$ cat src/rtl/dmem_scan_pkg.sv
// Shared constants for the data-memory scan sequencer.
// Latency: n/a (types and constants only).
// Backpressure: n/a.
package dmem_scan_pkg;

  // Default geometry of the data memory
  localparam int unsigned ADDR_W_DEF = 10;
  localparam int unsigned DATA_W_DEF = 16;

  // Sequencer states
  typedef enum logic [1:0] {
    IDLE  = 2'd0,
    ISSUE = 2'd1,
    DRAIN = 2'd2,
    DONE  = 2'd3
  } state_t;

  // Operation select sampled with start
  localparam logic MODE_SUM  = 1'b0;
  localparam logic MODE_FILL = 1'b1;

endpackage

$ cat src/rtl/dmem_scan.sv
// Walks a contiguous address range of the data memory: FILL writes a constant, SUM checksums it.
// Latency: SUM len=N done N+3 edges after start; FILL N+1; len=0 done after 1 edge.
// Backpressure: none; start is only sampled in IDLE and is dropped (not queued) otherwise.
module dmem_scan
  import dmem_scan_pkg::*;
#(
  parameter int unsigned ADDR_W = ADDR_W_DEF,
  parameter int unsigned DATA_W = DATA_W_DEF
) (
  input  logic              clk,
  input  logic              reset,
  input  logic              start,
  input  logic              mode,
  input  logic [ADDR_W-1:0] base,
  input  logic [ADDR_W:0]   len,
  input  logic [DATA_W-1:0] fill_val,
  output logic              busy,
  output logic              done,
  output logic [DATA_W-1:0] result,
  output logic [ADDR_W-1:0] mem_rd_adr,
  output logic [ADDR_W-1:0] mem_wr_adr,
  output logic              mem_wr_en,
  output logic [DATA_W-1:0] mem_dat_in,
  input  logic [DATA_W-1:0] mem_dat_out
);

  localparam logic [ADDR_W:0] CNT_ONE = {{ADDR_W{1'b0}}, 1'b1};

  state_t              r_state;
  logic                r_mode;
  logic [ADDR_W-1:0]   r_base;
  logic [ADDR_W:0]     r_len;
  logic [DATA_W-1:0]   r_fill;
  logic [ADDR_W:0]     r_cnt;
  logic                r_drain;
  logic                r_busy;
  logic                r_done;
  logic [DATA_W-1:0]   r_result;
  logic [ADDR_W-1:0]   r_rd_adr;
  logic [ADDR_W-1:0]   r_wr_adr;
  logic                r_wr_en;
  logic [DATA_W-1:0]   r_dat_in;
  logic [DATA_W-1:0]   r_acc;
  logic                r_rd_vld1;
  logic                r_rd_vld2;

  logic [ADDR_W-1:0]   w_adr;
  logic                w_last;
  logic                w_accept;

  // Address wraps naturally through the truncating add
  assign w_adr    = r_base + r_cnt[ADDR_W-1:0];
  assign w_last   = (r_cnt == (r_len - CNT_ONE));
  assign w_accept = (r_state == IDLE) && start;

  assign busy       = r_busy;
  assign done       = r_done;
  assign result     = r_result;
  assign mem_rd_adr = r_rd_adr;
  assign mem_wr_adr = r_wr_adr;
  assign mem_wr_en  = r_wr_en;
  assign mem_dat_in = r_dat_in;

  // Control FSM with registered memory-port and status outputs
  always_ff @(posedge clk) begin
    if (!reset) begin
      r_state  <= IDLE;
      r_mode   <= MODE_SUM;
      r_base   <= '0;
      r_len    <= '0;
      r_fill   <= '0;
      r_cnt    <= '0;
      r_drain  <= 1'b0;
      r_busy   <= 1'b0;
      r_done   <= 1'b0;
      r_result <= '0;
      r_rd_adr <= '0;
      r_wr_adr <= '0;
      r_wr_en  <= 1'b0;
      r_dat_in <= '0;
    end else begin
      // Single-cycle strobes fall back unless a state re-asserts them
      r_done  <= 1'b0;
      r_wr_en <= 1'b0;
      case (r_state)
        IDLE: begin
          if (start) begin
            r_mode  <= mode;
            r_base  <= base;
            r_len   <= len;
            r_fill  <= fill_val;
            r_cnt   <= '0;
            r_drain <= 1'b0;
            if (len == '0) begin
              // Empty range: report immediately with a zero checksum
              r_result <= '0;
              r_state  <= DONE;
            end else begin
              r_busy  <= 1'b1;
              r_state <= ISSUE;
            end
          end
        end
        ISSUE: begin
          if (r_mode == MODE_FILL) begin
            r_wr_adr <= w_adr;
            r_dat_in <= r_fill;
            r_wr_en  <= 1'b1;
          end else begin
            r_rd_adr <= w_adr;
          end
          r_cnt <= r_cnt + CNT_ONE;
          if (w_last) begin
            r_state <= (r_mode == MODE_FILL) ? DONE : DRAIN;
          end
        end
        DRAIN: begin
          // Two cycles: memory read register plus accumulator sample
          r_drain <= 1'b1;
          if (r_drain) begin
            r_state <= DONE;
          end
        end
        DONE: begin
          r_done <= 1'b1;
          r_busy <= 1'b0;
          if (r_mode == MODE_SUM) begin
            r_result <= r_acc;
          end
          r_state <= IDLE;
        end
        default: r_state <= IDLE;
      endcase
    end
  end

  // Checksum: track each read two edges forward to line up with registered read data
  always_ff @(posedge clk) begin
    if (!reset) begin
      r_acc     <= '0;
      r_rd_vld1 <= 1'b0;
      r_rd_vld2 <= 1'b0;
    end else begin
      r_rd_vld1 <= (r_state == ISSUE) && (r_mode == MODE_SUM);
      r_rd_vld2 <= r_rd_vld1;
      if (w_accept) begin
        r_acc <= '0;
      end else if (r_rd_vld2) begin
        r_acc <= r_acc + mem_dat_out;
      end
    end
  end

endmodule

$ cat config.mk
export PLATFORM = sky130hd
export DESIGN_NAME = dmem_scan
export DESIGN_NICKNAME = d
export VERILOG_FILES = /design/src/rtl/dmem_scan_pkg.sv /design/src/rtl/dmem_scan.sv
export SDC_FILE = /design/constraint.sdc
export NUM_CORES = 1
export LEC_CHECK = 0
export ABC_AREA = 0
export CAP_MARGIN = 20
export CORE_ASPECT_RATIO = 1.4
export CORE_MARGIN = 2
export CORE_UTILIZATION = 46
export CTS_CLUSTER_SIZE = 28
export DETAILED_ROUTE_END_ITERATION = 8
export PLACE_DENSITY = 0.72
export SYNTH_ARGS = -nofsm -noshare
export SYNTH_HDL_FRONTEND = slang
export SYNTH_SLANG_ARGS = --single-unit
$ cat constraint.sdc
create_clock -name clk -period 4.99 [get_ports clk]
set_input_delay 1.2475 -clock clk [delete_from_list [all_inputs] [get_ports clk]]
set_output_delay 1.2475 -clock clk [all_outputs]
set_load 0.03 [all_outputs]
==> results of run 1 <==
kinds of logic (layout without fill, tap and decap cells):
family / count (synthesis) / count (layout) / share of synthesized area
XOR/XNOR: 37 / 37 / 0.0552
buffers and inverters: 55 / 168 / 0.0353
flip-flops: 125 / 125 / 0.426
adder cells (fa/ha/maj): 32 / 32 / 0.0707
AO/OA/AOI/OAI: 172 / 172 / 0.167
AND/OR/NAND/NOR: 296 / 296 / 0.227
multiplexers: 11 / 11 / 0.0192
flip-flops by register name, indices dropped and copies added (netlist names), 2 cells and up:
signal,flops
mem_dat_in,16
mem_rd_adr,10
mem_wr_adr,10
r_acc,16
r_base,10
r_cnt,11
r_fill,16
r_len,11
r_state,2
result,16
layer usage:
metal  share of wire  vias up
li1                -     2710
met1            0.42     2505
met2            0.49      177
met3           0.056       39
met4           0.031        0
met5               0        -
layout make-up:
type / instances / area (um^2)
clock buffers: 19 / 443
clock inverters: 13 / 165
fillers: 1107 / 4660
inverters: 19 / 71.3
multi-input cells: 548 / 3170
flip-flops and latches: 125 / 2500
well taps: 150 / 188
repair buffers: 117 / 1180
worst min-delay path: stages, from the launching register on:
cell and delay, ns:
dfxtp_1 0.30, nand2_1 0.05, a21oi_1 0.05
cells in the final DEF (no fill, tap or decap), types with 4 or more instances in the layout:
cell,count
o22ai_1,4
mux2i_1,9
dfxtp_1,125
and2_1,6
or3_1,5
a21o_1,5
ha_1,30
nor2_1,37
nor4_1,7
nand2_1,161
xor2_1,15
a21oi_1,103
nor3_1,5
buf_4,5
clkbuf_16,17
nor2b_1,9
nand4_1,6
o21ai_0,24
nand3_1,30
a211oi_1,10
clkdlybuf4s50_1,111
xnor2_1,22
nand2b_1,10
clkinvlp_4,4
o21a_1,4
and3_1,7
inv_1,18
through the flow:
step / cells / power (mW) / area (um^2) / worst slack, ns
2_1_floorplan: 728 / 1.75 / 5880 / 1.99
3_3_place_gp: 958 / 1.98 / 7080 / 1.31
3_5_place_dp: 958 / 2.00 / 7080 / 1.22
4_1_cts: 990 / 3.27 / 7680 / 1.64
5_1_grt: 991 / 3.43 / 7710 / 1.40
6_report: 991 / 3.25 / 7710 / 1.63
power groups by stage:
stage / logic (mW) / registers [mW] / clock network [mW]
finish: 0.822 / 1.17 / 1.26
global route: 0.915 / 1.18 / 1.33
CTS: 0.821 / 1.17 / 1.28
detailed placement: 0.814 / 1.19 / 0
global placement: 0.794 / 1.18 / 0
floorplan: 0.549 / 1.20 / 0
path summary, 6_finish.rpt:
path | start | to | slack [ns] | depth (start not counted)
worst max-delay path | mem_dat_out[0] | r_acc[14] | 1.63 | 11
worst min-delay path | result[8] | result[8] | 0.45 | 2
worst max register to register | r_state[0] | r_state[0] | 2.21 | 9
worst min register to register | result[8] | result[8] | 0.45 | 2
==> impl_metrics.json, run 1 <==
{
  "clkPwrFrac": 0.388,
  "drt_iter0_markers": 280,
  "setup_viol": 0,
  "htreeDepth": 4,
  "dr.pass1.iters": 5,
  "syn_to_final_growth_pct": 31.2,
  "clockBufferDepth": 2,
  "intPower_mw": 2.20,
  "ant_nets": 0,
  "antenna_found_initial": 0,
  "clock_sinks": 125,
  "mappedNetlistNets": 817,
  "fp.coreArea_mm2": 0.0124,
  "drcViolationCount": 0,
  "dieArea_mm2": 0.0137,
  "synth_top_area_share": 0.426,
  "syn_area_per_cell_um2": 8.07,
  "ios": 112,
  "vias": 5431,
  "hold_class": "reg2reg",
  "status": "finished, final reports clean",
  "worstMarginPinSlew_ns": 0.945,
  "rsz0062_at_grt": "false",
  "synth-seq-area-share": 0.426,
  "clk_latency_ns": 0.42,
  "clk_pin_slew_ns": 0.06,
  "synthTopCellsByCount": "nand2_1, dfxtp_1, a21oi_1, nor2_1, clkbuf_1",
  "worstPathRequired_ns": 5.35,
  "place.gp.congestion": 0.846,
  "place_hpwl_mm": 10.4,
  "rows": 48,
  "use_met3": 0.0543,
  "ys_warn_count": 0,
  "die_h_um": 138,
  "critPathTopFamily": "compound AO/OA/AOI/OAI gates",
  "wirelength_mm": 14.8,
  "nNetsFinal": 917,
  "max_slew_margin": 0.369,
  "p_leak_nw": 2.87,
  "synth_edf_count": 0,
  "worstSetupEndpointType": "flip-flop",
  "grt_pass1_vias": 5196,
  "finalHoldViolCount": 0,
  "met1_usage": 0.253,
  "cts_root_buffer": "clkbuf_16",
  "critPathBufInv": 2,
  "power_frac_seq": 0.359,
  "combPwrFrac": 0.253,
  "powerDensity_mw_per_mm2": 422,
  "whs_ns": 0.449,
  "crit_type": "in2reg",
  "setup-tns-final_ns": 0,
  "fin_util": 0.623,
  "synth_cell_types": 54,
  "diodes": 0,
  "cts_setup_buffers": 0,
  "postSynthCellCount": 728,
  "crit_fanout": 3,
  "grt_pass1_wl_mm": 24.0,
  "arrival_ns": 3.71,
  "startpoint_type": "primary input",
  "finalCriticalPeriod_ns": 3.36,
  "power_switching_mw": 1.05,
  "use_met2": 0.382,
  "post-route-period-util": 0.673,
  "skew_ns": 0.0101,
  "numCtsBuffers": 17,
  "cts_tree": "yes",
  "p_sw_frac": 0.324,
  "initial_utilization": 0.475,
  "grt_usage": 0.221,
  "drive_gt1_frac": 0.0511,
  "ys_ff_latch": 125,
  "synth_ff_type": "dfxtp_1",
  "async_flop_share": 0,
  "wl_per_cell_um": 14.9,
  "die_w_um": 99.5,
  "netlist_area_mm2": 0.00588,
  "fmax_mhz": 298,
  "drv_cap": 0,
  "critical_path.slowest_cell": "clkdlybuf4s50_1",
  "io_buffer_count": 111,
  "crit_chain": "clkdlybuf4s50_1 > ha_1 > inv_1 > fa_1 > nor2b_1 > o31a_1 > o211ai_1 > a21oi_1 > a311oi_1 > nor4b_1 > a211o_1",
  "gr-total-overflow": 0,
  "ir_drop_uv": 225,
  "grt_start_max_net_pins": 50,
  "cpPeakStageDelay_ns": 0.47,
  "synth.most_common_cell": "nand2_1",
  "synth_top_cell_by_area": "dfxtp_1",
  "synthTopCellsByArea": "dfxtp_1, nand2_1, a21oi_1",
  "grt.busiest_layer": "met2",
  "ctsResizeCount": 0,
  "viasPerCell": 5.48,
  "ctsHoldBuffers": 0,
  "maxSlewViolCount": 0
}
No activity file was read; power rests on OpenSTA's default activity.
==> run 2: changes to the inputs <==
--- a/config.mk
+++ b/config.mk
@@ -12,7 +12,7 @@
 export CORE_UTILIZATION = 46
 export CTS_CLUSTER_SIZE = 28
 export DETAILED_ROUTE_END_ITERATION = 8
-export PLACE_DENSITY = 0.72
+export PLACE_DENSITY = 0.75
 export SYNTH_ARGS = -nofsm -noshare
 export SYNTH_HDL_FRONTEND = slang
 export SYNTH_SLANG_ARGS = --single-unit
==> constraint.sdc (replaced) <==
create_clock -name clk -period 2.86 [get_ports clk]
set_input_delay 0.715 -clock clk [delete_from_list [all_inputs] [get_ports clk]]
set_output_delay 0.715 -clock clk [all_outputs]
set_load 0.03 [all_outputs]
==> run 2 against run 1 <==
Against the previous run: highest routed layer unchanged; sequential power rose by 74%; setup slack worse by 1.4 ns; via count grew 1.3%; worst hold slack got worse by 0.014 ns; critical endpoint unchanged; count of clock-buffer cells in the layout is 2 lower.
==> impl_metrics.json, run 2 (synthesized netlist as in run 1, its figures left out) <==
{
  "ir_drop_uv": 509,
  "ant_nets": 0,
  "dpl_worst_slack_ns": -0.255,
  "power_frac_seq": 0.355,
  "postLayoutCellArea_mm2": 0.00783,
  "setup_ws_ns": 0.199,
  "final_cells": 1006,
  "antenna_found_initial": 0,
  "maxSlewViolCount": 0,
  "max_slew_margin": 0.477,
  "worstSetupEndpointType": "flip-flop",
  "post-route-period-util": 0.930,
  "intPower_mw": 3.81,
  "whs_ns": 0.436,
  "vias": 5503,
  "setup_viol": 0,
  "combPwrFrac": 0.264,
  "io_buffer_count": 111,
  "grt_usage": 0.223,
  "placed_area_mm2": 0.00721,
  "fmax_mhz": 376,
  "rows": 48,
  "r2r_start": "r_len[0]",
  "status": "finished, final reports clean",
  "diodes": 0,
  "power_mw": 5.75,
  "drv_cap": 0,
  "nNetsFinal": 932,
  "place_hpwl_mm": 10.8,
  "finalCriticalPeriod_ns": 2.66,
  "worstPathRequired_ns": 3.22,
  "drcViolationCount": 0,
  "r2r_end": "r_state[0]",
  "dr.pass1.iters": 5,
  "powerDensity_mw_per_mm2": 735,
  "r2r_slack_ns": 0.20,
  "finalHoldViolCount": 0,
  "p_sw_frac": 0.338,
  "rr_worst_depth": 9,
  "cp-startpoint": "mem_dat_out[0]",
  "grt_pass1_vias": 5236,
  "rsz0062_at_grt": "false",
  "crit_fanout": 3,
  "ios": 112,
  "viasPerCell": 5.47,
  "dieArea_mm2": 0.0137,
  "syn_to_final_growth_pct": 33.2,
  "clk_pin_slew_ns": 0.06,
  "die_h_um": 138,
  "skew_ns": 0.00582,
  "cts_root_buffer": "clkbuf_16",
  "critPathCapture": "r_acc[14]",
  "clockBufferDepth": 2,
  "startpoint_type": "primary input",
  "drt_iter0_markers": 254,
  "hold_class": "reg2reg",
  "htreeDepth": 4,
  "initial_utilization": 0.475,
  "arrival_ns": 3.02,
  "gr-total-overflow": 0,
  "worstMarginPinSlew_ns": 0.782,
  "numCtsBuffers": 17,
  "power_switching_mw": 1.94,
  "grt_pass1_wl_mm": 24.4,
  "place.gp.congestion": 0.839,
  "fin_util": 0.632,
  "mostFrequentLayoutCells": "nand2_1, dfxtp_1, clkdlybuf4s50_1",
  "die_w_um": 99.5,
  "clock_sinks": 125,
  "clkPwrFrac": 0.381,
  "crit_type": "in2reg",
  "wl_per_cell_um": 15.4,
  "p_leak_nw": 2.94,
  "fp.coreArea_mm2": 0.0124,
  "dp.cells": 973,
  "wirelength_mm": 15.5,
  "grt_start_max_net_pins": 65,
  "cts_tree": "yes",
  "drive_gt1_frac": 0.0701,
  "clk_latency_ns": 0.42,
  "layout_commonest_cell": "nand2_1",
  "setup-tns-final_ns": 0
}
## run 2: changes by cell type in the layout (fill, tap and decap cells not counted), sizes merged
cell | before | now
inv | 21 | 27
clkbuf | 19 | 17
bufinv | 3 | 2
buf | 6 | 21
clkinv | 4 | 2
clkinvlp | 4 | 3
## run 2: cell type report
class                   count  area [um^2]
clock buffers              17          425
fillers                  1072         4550
well taps                 150          188
inverters                  19         71.3
flip-flops and latches    125         2500
multi-input cells         548         3170
clock inverters            15          175
repair buffers            132         1290
## run 2: repair_timing
action,CTS,global route
hold buffers,0,0
buffers inserted,0,1
resized for setup,0,1
endpoints found under the hold margin,0,0
endpoints found under the setup margin,0,1
## run 2: metal layers
| layer | track usage | share of wire | up-vias |
|---|---|---|---|
| met5 | 0 | 0 | - |
| met4 | 0.0944 | 0.024 | 0 |
| met3 | 0.0523 | 0.057 | 33 |
| met2 | 0.405 | 0.52 | 175 |
| met1 | 0.249 | 0.40 | 2557 |
| li1 | - | - | 2738 |
## run 2: worst min path at each step
stage / start / endpoint / slack [ns] / depth (start not counted)
2_1_floorplan: r_rd_vld1 / r_rd_vld2 / 0.41 / 1
3_3_place_gp: r_rd_vld1 / r_rd_vld2 / 0.42 / 1
3_5_place_dp: r_rd_vld1 / r_rd_vld2 / 0.42 / 1
5_1_grt: result[8] / result[8] / 0.47 / 2
4_1_cts: r_rd_vld1 / r_rd_vld2 / 0.44 / 1
6_report: r_rd_vld1 / r_rd_vld2 / 0.44 / 1
## run 2: power by group through the flow
stage	registers (mW)	clock network (mW)	logic, mW
4_1_cts	2.04	2.21	1.51
3_3_place_gp	2.06	0	1.45
2_1_floorplan	2.09	0	0.958
3_5_place_dp	2.07	0	1.50
6_report	2.04	2.19	1.52
5_1_grt	2.06	2.30	1.67
## run 2: critical path, cell delays in order
cell             delay (ns)
clkdlybuf4s50_1        0.46
ha_1                   0.16
inv_1                  0.05
fa_1                   0.39
nor2b_1                0.17
o31a_1                 0.19
o211ai_1               0.12
a21oi_2                0.20
a311oi_1               0.14
nor4b_1                0.31
a211o_1                0.13
